### src/rtl/wb_pkg.sv
// ----------------------------------------------------------------------------
// wb_pkg
// Shared types and constants for the register-file writeback path.
//   wb_req_t      : one register-file write request {addr, data}
//   WB_DATA_WIDTH : write data width (32)
//   WB_ADDR_WIDTH : register address width (5)
//   WB_REG_COUNT  : number of architectural registers (32)
// ----------------------------------------------------------------------------
package wb_pkg;

    localparam int WB_DATA_WIDTH = 32;
    localparam int WB_ADDR_WIDTH = 5;
    localparam int WB_REG_COUNT  = 32;

    typedef struct packed {
        logic [WB_ADDR_WIDTH-1:0] addr;
        logic [WB_DATA_WIDTH-1:0] data;
    } wb_req_t;

endpackage

### src/rtl/wb_fifo.sv
// ----------------------------------------------------------------------------
// wb_fifo
// Synchronous FIFO of wb_req_t entries used to buffer long-latency results.
// Pointers wrap modulo DEPTH (power of two); the occupancy count is what
// separates full from empty.
// Ports:
//   clk, rst   : clock, synchronous active-high reset (empties the FIFO)
//   push       : enqueue push_data (ignored when full)
//   push_data  : entry to enqueue
//   pop        : dequeue the head (ignored when empty)
//   pop_data   : current head entry (valid when !empty)
//   full/empty : occupancy flags
//   count      : current occupancy, 0..DEPTH
// ----------------------------------------------------------------------------
module wb_fifo
    import wb_pkg::*;
#(
    parameter int DEPTH = 4
) (
    input  logic                     clk,
    input  logic                     rst,
    input  logic                     push,
    input  wb_req_t                  push_data,
    input  logic                     pop,
    output wb_req_t                  pop_data,
    output logic                     full,
    output logic                     empty,
    output logic [$clog2(DEPTH):0]   count
);

    localparam int PW = $clog2(DEPTH);
    localparam int CW = PW + 1;

    wb_req_t        mem [DEPTH];
    logic [PW-1:0]  wr_ptr;
    logic [PW-1:0]  rd_ptr;
    logic           do_push;
    logic           do_pop;

    assign full     = (count == CW'(DEPTH));
    assign empty    = (count == '0);
    assign do_push  = push && !full;
    assign do_pop   = pop && !empty;
    assign pop_data = mem[rd_ptr];

    // Storage is not reset: the count alone defines which entries are live.
    always_ff @(posedge clk) begin
        if (do_push) begin
            mem[wr_ptr] <= push_data;
        end
    end

    always_ff @(posedge clk) begin
        if (rst) begin
            wr_ptr <= '0;
            rd_ptr <= '0;
            count  <= '0;
        end else begin
            if (do_push) begin
                wr_ptr <= wr_ptr + PW'(1);
            end
            if (do_pop) begin
                rd_ptr <= rd_ptr + PW'(1);
            end
            case ({do_push, do_pop})
                2'b10:   count <= count + CW'(1);
                2'b01:   count <= count - CW'(1);
                default: count <= count;
            endcase
        end
    end

endmodule

### src/rtl/writeback_arbiter.sv
// ----------------------------------------------------------------------------
// writeback_arbiter
// Merges execute-pipeline writes and buffered long-latency results onto the
// register file's single write port, keeps a pending-write scoreboard for
// decode and forces a one-cycle pipeline stall when buffered results starve.
//
// Optional feature macro: WB_SCOREBOARD_EN
//   defined     : busy_mask tracks issued-but-not-written long-latency dests
//   not defined : busy_mask is tied to 0 and issue_* inputs are ignored
//
// Ports:
//   clk, rst                 : clock, synchronous active-high reset
//   pipe_valid/rd_addr/data  : execute-pipeline write, never back-pressured
//   mc_valid/ready/rd_addr/rd_data : long-latency result handshake
//   issue_valid/issue_rd_addr: long-latency op issued (scoreboard set)
//   rf_we/rf_rd_addr/rf_rd_data : registered register-file write port
//   busy_mask                : registered pending-write scoreboard
//   pipe_stall               : registered; upstream holds pipe_valid low
//   fifo_count               : current result-buffer occupancy
//
// mc handshake: a transfer happens in every cycle where mc_valid && mc_ready
// are both 1 at the rising edge. mc_ready = !full && !rst and does not look at
// a same-cycle pop. While mc_valid is 1 without mc_ready the producer holds
// mc_rd_addr/mc_rd_data stable. Transfers to register 0 complete but are
// dropped.
//
// Widths DATA_WIDTH/ADDR_WIDTH must match WB_DATA_WIDTH/WB_ADDR_WIDTH, since
// the buffer stores wb_req_t entries.
// ----------------------------------------------------------------------------
module writeback_arbiter
    import wb_pkg::*;
#(
    parameter int DATA_WIDTH   = WB_DATA_WIDTH,
    parameter int ADDR_WIDTH   = WB_ADDR_WIDTH,
    parameter int FIFO_DEPTH   = 4,
    parameter int STARVE_LIMIT = 8
) (
    input  logic                         clk,
    input  logic                         rst,
    input  logic                         pipe_valid,
    input  logic [ADDR_WIDTH-1:0]        pipe_rd_addr,
    input  logic [DATA_WIDTH-1:0]        pipe_rd_data,
    input  logic                         mc_valid,
    output logic                         mc_ready,
    input  logic [ADDR_WIDTH-1:0]        mc_rd_addr,
    input  logic [DATA_WIDTH-1:0]        mc_rd_data,
    input  logic                         issue_valid,
    input  logic [ADDR_WIDTH-1:0]        issue_rd_addr,
    output logic                         rf_we,
    output logic [ADDR_WIDTH-1:0]        rf_rd_addr,
    output logic [DATA_WIDTH-1:0]        rf_rd_data,
    output logic [2**ADDR_WIDTH-1:0]     busy_mask,
    output logic                         pipe_stall,
    output logic [$clog2(FIFO_DEPTH):0]  fifo_count
);

    localparam int SW = $clog2(STARVE_LIMIT + 1);

    wb_req_t    push_req;
    wb_req_t    head;
    logic       fifo_full;
    logic       fifo_empty;
    logic       fifo_push;
    logic       fifo_pop;
    logic       pipe_sel;

    logic [SW-1:0] starve_cnt;
    logic          starve_hit;

    // ------------------------------------------------------------------
    // Result buffer
    // ------------------------------------------------------------------
    assign mc_ready      = !fifo_full && !rst;
    assign fifo_push     = mc_valid && mc_ready && (mc_rd_addr != '0);
    assign push_req.addr = mc_rd_addr;
    assign push_req.data = mc_rd_data;

    wb_fifo #(
        .DEPTH (FIFO_DEPTH)
    ) u_fifo (
        .clk       (clk),
        .rst       (rst),
        .push      (fifo_push),
        .push_data (push_req),
        .pop       (fifo_pop),
        .pop_data  (head),
        .full      (fifo_full),
        .empty     (fifo_empty),
        .count     (fifo_count)
    );

    // ------------------------------------------------------------------
    // Arbitration: a real pipe write always wins; a pipe write to r0 is a
    // no-op and leaves the port free for the buffer head.
    // ------------------------------------------------------------------
    assign pipe_sel = pipe_valid && (pipe_rd_addr != '0);
    assign fifo_pop = !pipe_sel && !fifo_empty;

    always_ff @(posedge clk) begin
        if (rst) begin
            rf_we      <= 1'b0;
            rf_rd_addr <= '0;
            rf_rd_data <= '0;
        end else begin
            rf_we <= pipe_sel || fifo_pop;
            if (pipe_sel) begin
                rf_rd_addr <= pipe_rd_addr;
                rf_rd_data <= pipe_rd_data;
            end else if (fifo_pop) begin
                rf_rd_addr <= head.addr;
                rf_rd_data <= head.data;
            end
        end
    end

    // ------------------------------------------------------------------
    // Starvation: count cycles where the buffer holds data but loses the
    // port. The cycle that reaches the limit raises pipe_stall for exactly
    // the next cycle, which frees the port for a pop.
    // ------------------------------------------------------------------
    assign starve_hit = !fifo_empty && !fifo_pop &&
                        (starve_cnt == SW'(STARVE_LIMIT - 1));

    always_ff @(posedge clk) begin
        if (rst) begin
            starve_cnt <= '0;
            pipe_stall <= 1'b0;
        end else begin
            pipe_stall <= starve_hit;
            if (fifo_empty || fifo_pop || starve_hit) begin
                starve_cnt <= '0;
            end else begin
                starve_cnt <= starve_cnt + SW'(1);
            end
        end
    end

    // ------------------------------------------------------------------
    // Pending-write scoreboard
    // ------------------------------------------------------------------
`ifdef WB_SCOREBOARD_EN
    logic [2**ADDR_WIDTH-1:0] set_mask;
    logic [2**ADDR_WIDTH-1:0] clr_mask;
    logic [2**ADDR_WIDTH-1:0] busy_next;

    // Set is applied after clear so a same-address set/clear leaves the bit
    // set; bit 0 is forced low because r0 is never written.
    always_comb begin
        set_mask  = '0;
        clr_mask  = '0;
        if (issue_valid) begin
            set_mask[issue_rd_addr] = 1'b1;
        end
        if (fifo_pop) begin
            clr_mask[head.addr] = 1'b1;
        end
        busy_next    = (busy_mask & ~clr_mask) | set_mask;
        busy_next[0] = 1'b0;
    end

    always_ff @(posedge clk) begin
        if (rst) begin
            busy_mask <= '0;
        end else begin
            busy_mask <= busy_next;
        end
    end
`else
    logic unused_issue;

    assign busy_mask    = '0;
    assign unused_issue = ^{issue_valid, issue_rd_addr};
`endif

endmodule
### config.mk
export PLATFORM = sky130hd
export DESIGN_NAME = writeback_arbiter
export DESIGN_NICKNAME = d
export VERILOG_FILES = /design/src/rtl/wb_pkg.sv /design/src/rtl/wb_fifo.sv /design/src/rtl/writeback_arbiter.sv
export SDC_FILE = /design/constraint.sdc
export NUM_CORES = 1
export LEC_CHECK = 0
export CAP_MARGIN = 20
export CORE_MARGIN = 2
export CORE_UTILIZATION = 53
export CTS_BUF_LIST = sky130_fd_sc_hd__clkbuf_2 sky130_fd_sc_hd__clkbuf_4 sky130_fd_sc_hd__clkbuf_8
export DETAILED_ROUTE_END_ITERATION = 8
export PLACE_DENSITY = 0.8
export SYNTH_ARGS = -nofsm -noshare
export SYNTH_HDL_FRONTEND = slang
export SYNTH_SLANG_ARGS = --single-unit
### constraint.sdc
create_clock -name clk -period 2.94 [get_ports clk]
set_input_delay 0.588 -clock clk [delete_from_list [all_inputs] [get_ports clk]]
set_output_delay 0.588 -clock clk [all_outputs]
set_load 0.01 [all_outputs]
======== Yosys cells after proc, flatten, opt, wreduce, memory -nomap -nowiden ========
Memories as Yosys holds them, arrays and structs flattened. A register that Yosys moved wholly into a read port is not among the register bits.
Index checks and enable logic that the tools add are counted.
W data, S select, Z words.
cells by class
  add/subtract/negate cells ............... 5
  reductions and logical operators ........ 23
  muxes and demuxes ....................... 9
  equality and inequality tests ........... 4
operator list
  kind                   number
  $mux W32               2
  $mux W5                2
  $reduce_bool A5 Y1     2
  $logic_and A1 B1 Y1    9
  $pmux W3 S2            1
  $logic_not A1 Y1       5
  $add A2 B1 Y2 const B  2
  $add A4 B1 Y4 const B  1
  $eq A4 B3 Y1 const B   1
  $mux W2                2
  $reduce_bool A2 Y1     2
  $add A3 B1 Y3 const B  1
  $eq A3 B3 Y1 const B   1
  $logic_not A3 Y1       1
  $logic_or A1 B1 Y1     3
  $sub A3 B1 Y3 const B  1
  $eq A2 B1 Y1 const B   1
  $eq A2 B2 Y1 const B   1
  $mux W1                2
  $reduce_or A2 Y1       1
storage, ports and cells
  RAM bits ................................ 148
  memories ................................ 1
  input bits .............................. 84
  logic and storage cells ................. 50
  output and inout port bits .............. 75
  register bits ........................... 50
memory list
  memory      depth  width  rd ports  clocked after memory_dff  write ports  RTL line       RTL
  u_fifo.mem  4      37     1         1                         1            wb_fifo.sv:34  wb_req_t mem [DEPTH];

======== Depth between registers and ports, before layout ========
  word-level depth ........................ 9
  mapped depth ............................ 9
  gate-level depth less buffers ........... 8

======== Cells and area by module ========
Synthesis repeated with hierarchy kept, for this count alone.
unflattened totals
  cells, all modules ...................... 480
  area, all modules ....................... 8175.3 um2
by module, submodules not included
  module             times used  cells each  seq. area each (um2)  area an instance (um2)
  wb_fifo            1           247         4624.4                5870.6
  writeback_arbiter  1           233         860.8                 2304.7

======== Worst setup path before layout ========
OpenSTA, ideal clock, no wires.
  path type ............................... input -> register
  start ................................... input rst
  end ..................................... memory u_fifo.mem[1][0] (netlist name), enable pin
  slack ................................... 0.266 ns
  library setup time ...................... 0.398 ns
  arrival ................................. 2.276 ns
  buffers on the path ..................... 1
  data required time ...................... 2.542 ns
  cell stages on the path ................. 3
  cells stage by stage .................... clkbuf_1 > a2111oi_2 > and2_1
on the way
  cells in the longest elaborated chain, start to end .. 7
ends and longest elaborated chain
  element                            RTL line                 RTL
  start: declaration                 writeback_arbiter.sv:39  input logic rst,
  $logic_not A1 Y1                   writeback_arbiter.sv:73  assign mc_ready = !fifo_full && !rst;
  $logic_and A1 B1 Y1                writeback_arbiter.sv:73
  $logic_and A1 B1 Y1 (2 in series)  writeback_arbiter.sv:74  assign fifo_push = mc_valid && mc_ready && (mc_rd_addr != '0);
  $logic_and A1 B1 Y1                wb_fifo.sv:42            assign do_push = push && !full;
  $mux W1                            wb_fifo.sv:48            if (do_push) begin
  $mux W1 (not written as such)      wb_fifo.sv:49            mem[wr_ptr] <= push_data;
  end: declaration                   wb_fifo.sv:34
Every way passes these cells.

======== Worst setup path in the final report ========
  start ................................... input mc_rd_addr[1]
  end ..................................... register u_fifo.count[2]
on the way
  cells in the longest elaborated chain, start to end .. 5
  elaborated cells on any way between the ends .. 7
  classes of those cells .................. eq/ne: 2; mux: 1; reduce/logical: 4
ends and longest elaborated chain
  element                                            RTL line                 RTL
  start: declaration                                 writeback_arbiter.sv:45  input logic [ADDR_WIDTH-1:0] mc_rd_addr,
  $reduce_bool A5 Y1 (*)                             writeback_arbiter.sv:74
  $logic_and A1 B1 Y1 (*)                            writeback_arbiter.sv:74
  $logic_and A1 B1 Y1 (*)                            wb_fifo.sv:42
  $eq A2 B1 Y1 or $eq A2 B2 Y1 (tied branches)       wb_fifo.sv:65            case ({do_push, do_pop})
  $pmux W3 S2 or $reduce_bool A2 Y1 (tied branches)  --
  end signal: assignment                             wb_fifo.sv:66            2'b10: count <= count + CW'(1);
  end signal: assignment                             wb_fifo.sv:67            2'b01: count <= count - CW'(1);
  end signal: assignment                             wb_fifo.sv:68            default: count <= count;
  end: declaration                                   wb_fifo.sv:28            output logic [$clog2(DEPTH):0] count
Every way passes the cells marked *; elsewhere a longest branch is shown, timed or not.
A chain may end at the register's enable or synchronous reset.

==> reports/qor_table.md <==
| Group | Item | This run |
| --- | --- | --- |
| grt | Vias in the first global route | 4854 |
| clock network | Sinks on Clock Net | 200 |
| route | Wirelength per Cell | 20.0 microns |
| pwr | Power after layout | 7.07 mW |
| hold path | Start point of the worst hold path | starve_cnt[0] |
| grt | Overall track demand over capacity in global routing | 21.8% |
| synth | Mean area per synthesized cell | 15.6 sq um |
| die | Floorplan Core Area | 0.0145 sq mm |
| setup path | Highest net fanout along the worst path | 2 |
| grt | Initial antenna violation count | 0 |
| grt | Total overflow reported by the global router | 0 |
| synth | Proportion of synthesized area in mux cells | 11.0% |
| grt | Largest net degree at the start of global routing | 51 |
| route | Routed length on met2 | 8650 microns |
| run status | Result of the run | finished clean |
| finish | Diode count | 0 |
| sta | Max-slew headroom | 61.3% |
| route | Total via count after detailed routing | 4767 |
| synth | Post-Syn Instances | 504 |
| synth | Post-synthesis xor/xnor area fraction | 0.559% |
| synth | Synth Warn # | 0 |
| synth | Sequential-to-total area share from yosys stat | 70.0% |
| setup path | Critical path launch point type | input port |
| clock network | Count of instances resized after the clock tree is built | 0 |
| sta | Slew at the pin with the worst max-slew slack | 0.580 ns |
| synth | Number of storage elements in the synthesis netlist | 200 |
| setup path | Setup slack of the most critical reg-to-reg path | 0.54 ns |
| sta | Final total negative setup slack | 0 ns |
| route | Vias per cell | 5.70 |
| pwr | Leakage power figure | 3.27 nW |
| die | Initial core utilization | 54.1% |
| place | Placed inst area | 0.00931 sq mm |
| sta | Final count of negative-setup-slack endpoints | 0 |
| route | Number of optimization iterations in the first detailed-route pass | 6 |
| pwr | Register share of total power | 48.4% |
| setup path | Endpoint of the lowest-slack register-to-register path | u_fifo.count[2] |
| sta | Final worst-path cycle share | 88.3% |
| synth | Largest area contributor in the synthesized netlist | sky130_fd_sc_hd__edfxtp_1 |
| route | Number of nets with antenna violations after routing | 0 |
| clock network | Clock root buffer | sky130_fd_sc_hd__clkbuf_8 |
| route | Highest signal layer in the routed design | met4 |
| clock network | TritonCTS clock tree | built |
| setup path | CP endpoint kind | flop |
| synth | Area share of fa/ha/maj cells after synthesis | 1.21% |
| hold path | Type of the most critical hold path | reg2reg |
| die | DIE AREA | 0.0158 sq mm |
| pwr | Combinational share of power | 28.1% |
| synth | Synthesized-area fraction occupied by ao, oa, aoi and oai cells | 6.82% |
| synth | Number of enable-type register cells in the synthesized netlist | 148 |
| clock network | Clock buffers created by TritonCTS | 17 |
| sta | Worst Clk Skew | 0.00955 ns |
| route | Violation count after the first detailed-routing iteration | 367 |
| sta | Number of pins exceeding their max-slew limit in the final report | 0 |
| sta | Minimum hold slack | 0.468 ns |
| setup path | Data required time of the critical path | 3.33 ns |
| clock network | Number of buffers between clock root and the deepest sink | 2 |
| finish | Net count, final | 730 |
| setup path | Critical Path End | u_fifo.count[2] |
| route | Wire length on met3 | 1020 microns |
| setup path | Critical path class | in2reg |
| finish | Layout area overhead | 23.7% |
| finish | Area of all placed cells without fillers | 0.00969 sq mm |
| synth | Top-area cell type share of the netlist area | 56.7% |
| synth | Most numerous cell in the Yosys netlist | sky130_fd_sc_hd__edfxtp_1 |
| place | Number of cells in the design after placement | 804 |
| setup path | CP Launch Point | mc_rd_addr[1] |
| place | I/O Buffers | 120 |
| pwr | Switch share | 30.0% |
| synth | Fraction of registers with async set or reset after synthesis | 0% |
| die | Rows | 44 |
| synth | Dominant combinational cell family by area after synthesis | multiplexers |
| clock network | Hold bufs inserted after CTS | 0 |
| pwr | Net Switching | 2.12 mW |
| route | Final wirelength | 16700 microns |
| sta | Unrepaired setup endpoints after global routing | false |
| route | Post-route DRC violation count | 0 |
| synth | Cell types with the largest area share after synthesis | sky130_fd_sc_hd__edfxtp_1 (57%), sky130_fd_sc_hd__dfxtp_1 (13%), sky130_fd_sc_hd__mux4_2 (11%) |
| synth | Netlist cell types | 35 |
| pwr | Pwr per Cell Area | 730 mW/mm^2 |
| clock network | H-Tree Level Count | 4 |
| route | Routed length on met1 | 6660 microns |
| die | Die boundary width | 126 microns |
| finish | Fraction of final layout cells with drive strength greater than 1 | 16.1% |
| pwr | Pint | 4.95 mW |
| grt | Wire length of the first global-routing pass | 26200 microns |
| synth | Netlist area before placement | 0.00784 sq mm |
| clock network | Clk_lat worst skew | 0.46 ns |
| finish | Final Non-Filler Cells | 836 |
| clock network | Post-CTS Setup Inserts | 0 |
| setup path | Arrival @ worst endpoint | 2.99 ns |
| sta | Upper clock frequency limit | 385 MHz |
| die | Die height | 126 microns |
| synth | Commonest cells in the synthesized netlist | sky130_fd_sc_hd__edfxtp_1 (148), sky130_fd_sc_hd__dfxtp_1 (52), sky130_fd_sc_hd__nor2_1 (46), sky130_fd_sc_hd__a21oi_1 (40), sky130_fd_sc_hd__mux4_2 (37) |
| place | DP HPWL | 11100 microns |
| synth | Simple-gate area share of the yosys netlist | 5.40% |
| flow run | Count of maximum capacitance violations | 0 |
| setup path | Startpoint of the worst register-to-register path | u_fifo.count[0] |
| sta | Hold Fails Final Rpt | 0 |
| synth | Most common flop cell mapped by yosys | sky130_fd_sc_hd__edfxtp_1 |
| setup path | Worst reg2reg path depth | 8 |
| place | Final weighted congestion in routability-driven placement | 0.764 |
| die | I/O pin count | 159 |
| clock network | Clock-pin slew on the worst setup and hold paths | 0.09 ns |
| pwr | Clk network pwr share | 23.5% |
| sta | Minimum period implied by the final worst setup slack | 2.60 ns |
| pwr | Maximum VDD drop | 446 uV |
-- layout make-up --
| cell class | instances | area, sq um |
|---|---|---|
| Sequential cell | 200 | 5490 |
| Fill cell | 993 | 4780 |
| Multi-Input combinational cell | 267 | 2100 |
| Timing Repair Buffer | 147 | 1470 |
| Clock buffer | 18 | 248 |
| Tap cell | 184 | 230 |
| Clock inverter | 14 | 133 |
| Inverter | 6 | 22.5 |
-- per-layer routing --
layer / GRT usage (%) / vias up
met5: 0 / -
met4: 8.63 / 0
met3: 4.41 / 29
met2: 36.6 / 211
met1: 28.2 / 2408
li1: - / 2119
-- logic make-up (layout without fill, tap and decap cells) --
kind of cell,after synthesis,after routing
xor+xnor,5,5
buf+inv,68,185
mux,40,40
compound gates,84,84
fa+ha+maj,7,7
other cells,1,32
flops,200,200
simple gates,99,99
-- power by group through the flow --
stage	Combinational [mW]	Clock, mW	Sequential (mW)
4_1_cts	2.00	1.69	3.43
3_5_place_dp	1.99	0	3.49
6_report	1.99	1.66	3.42
3_3_place_gp	1.94	0	3.47
5_1_grt	2.14	1.79	3.45
2_1_floorplan	1.19	0	3.49
-- worst min path at each step --
stage | end | slack (ns) | depth (start not counted)
2_1_floorplan | starve_cnt[0] | 0.42 | 1
3_3_place_gp | starve_cnt[0] | 0.42 | 1
3_5_place_dp | starve_cnt[0] | 0.44 | 1
4_1_cts | starve_cnt[0] | 0.46 | 1
5_1_grt | starve_cnt[0] | 0.49 | 1
6_report | starve_cnt[0] | 0.47 | 1
-- critical path, cell delays in order --
cell and delay, ns:
sky130_fd_sc_hd__clkdlybuf4s50_1 0.49, sky130_fd_sc_hd__nor3_1 0.08, sky130_fd_sc_hd__a2111oi_2 0.50, sky130_fd_sc_hd__inv_1 0.09, sky130_fd_sc_hd__ha_1 0.24, sky130_fd_sc_hd__fa_1 0.38, sky130_fd_sc_hd__xnor2_1 0.14, sky130_fd_sc_hd__or3_1 0.32
sky130_fd_sc_hd__a21oi_1 0.16
-- sequential cells by signal, summed over array words and instances, names as in the netlist, named ones only --
signal,flops
pipe_stall,1
rf_rd_addr,5
rf_rd_data,32
rf_we,1
starve_cnt,4
u_fifo.count,3
u_fifo.mem,148
u_fifo.rd_ptr,2
u_fifo.wr_ptr,2
-- stage by stage --
stage	worst slack, ns	util (%)
finish	0.343	67.0
global route	0.235	67.0
CTS	0.364	67.0
detailed placement	-0.122	64.3
global placement	-0.0427	64.3
floorplan	0.266	-
-- placed cells by master (no fill, tap or decap), types with 18 or more instances in the layout --
cell                              Yosys  layout
sky130_fd_sc_hd__a211oi_1            35      35
sky130_fd_sc_hd__a21oi_1             40      40
sky130_fd_sc_hd__buf_4               32      21
sky130_fd_sc_hd__clkbuf_8             0      18
sky130_fd_sc_hd__clkdlybuf4s50_1      0     119
sky130_fd_sc_hd__conb_1               1      32
sky130_fd_sc_hd__dfxtp_1             52      50
sky130_fd_sc_hd__edfxtp_1           148     148
sky130_fd_sc_hd__mux4_2              37      37
sky130_fd_sc_hd__nand2_1             36      36
sky130_fd_sc_hd__nor2_1              46      46
(Power assumes the default switching activity.)
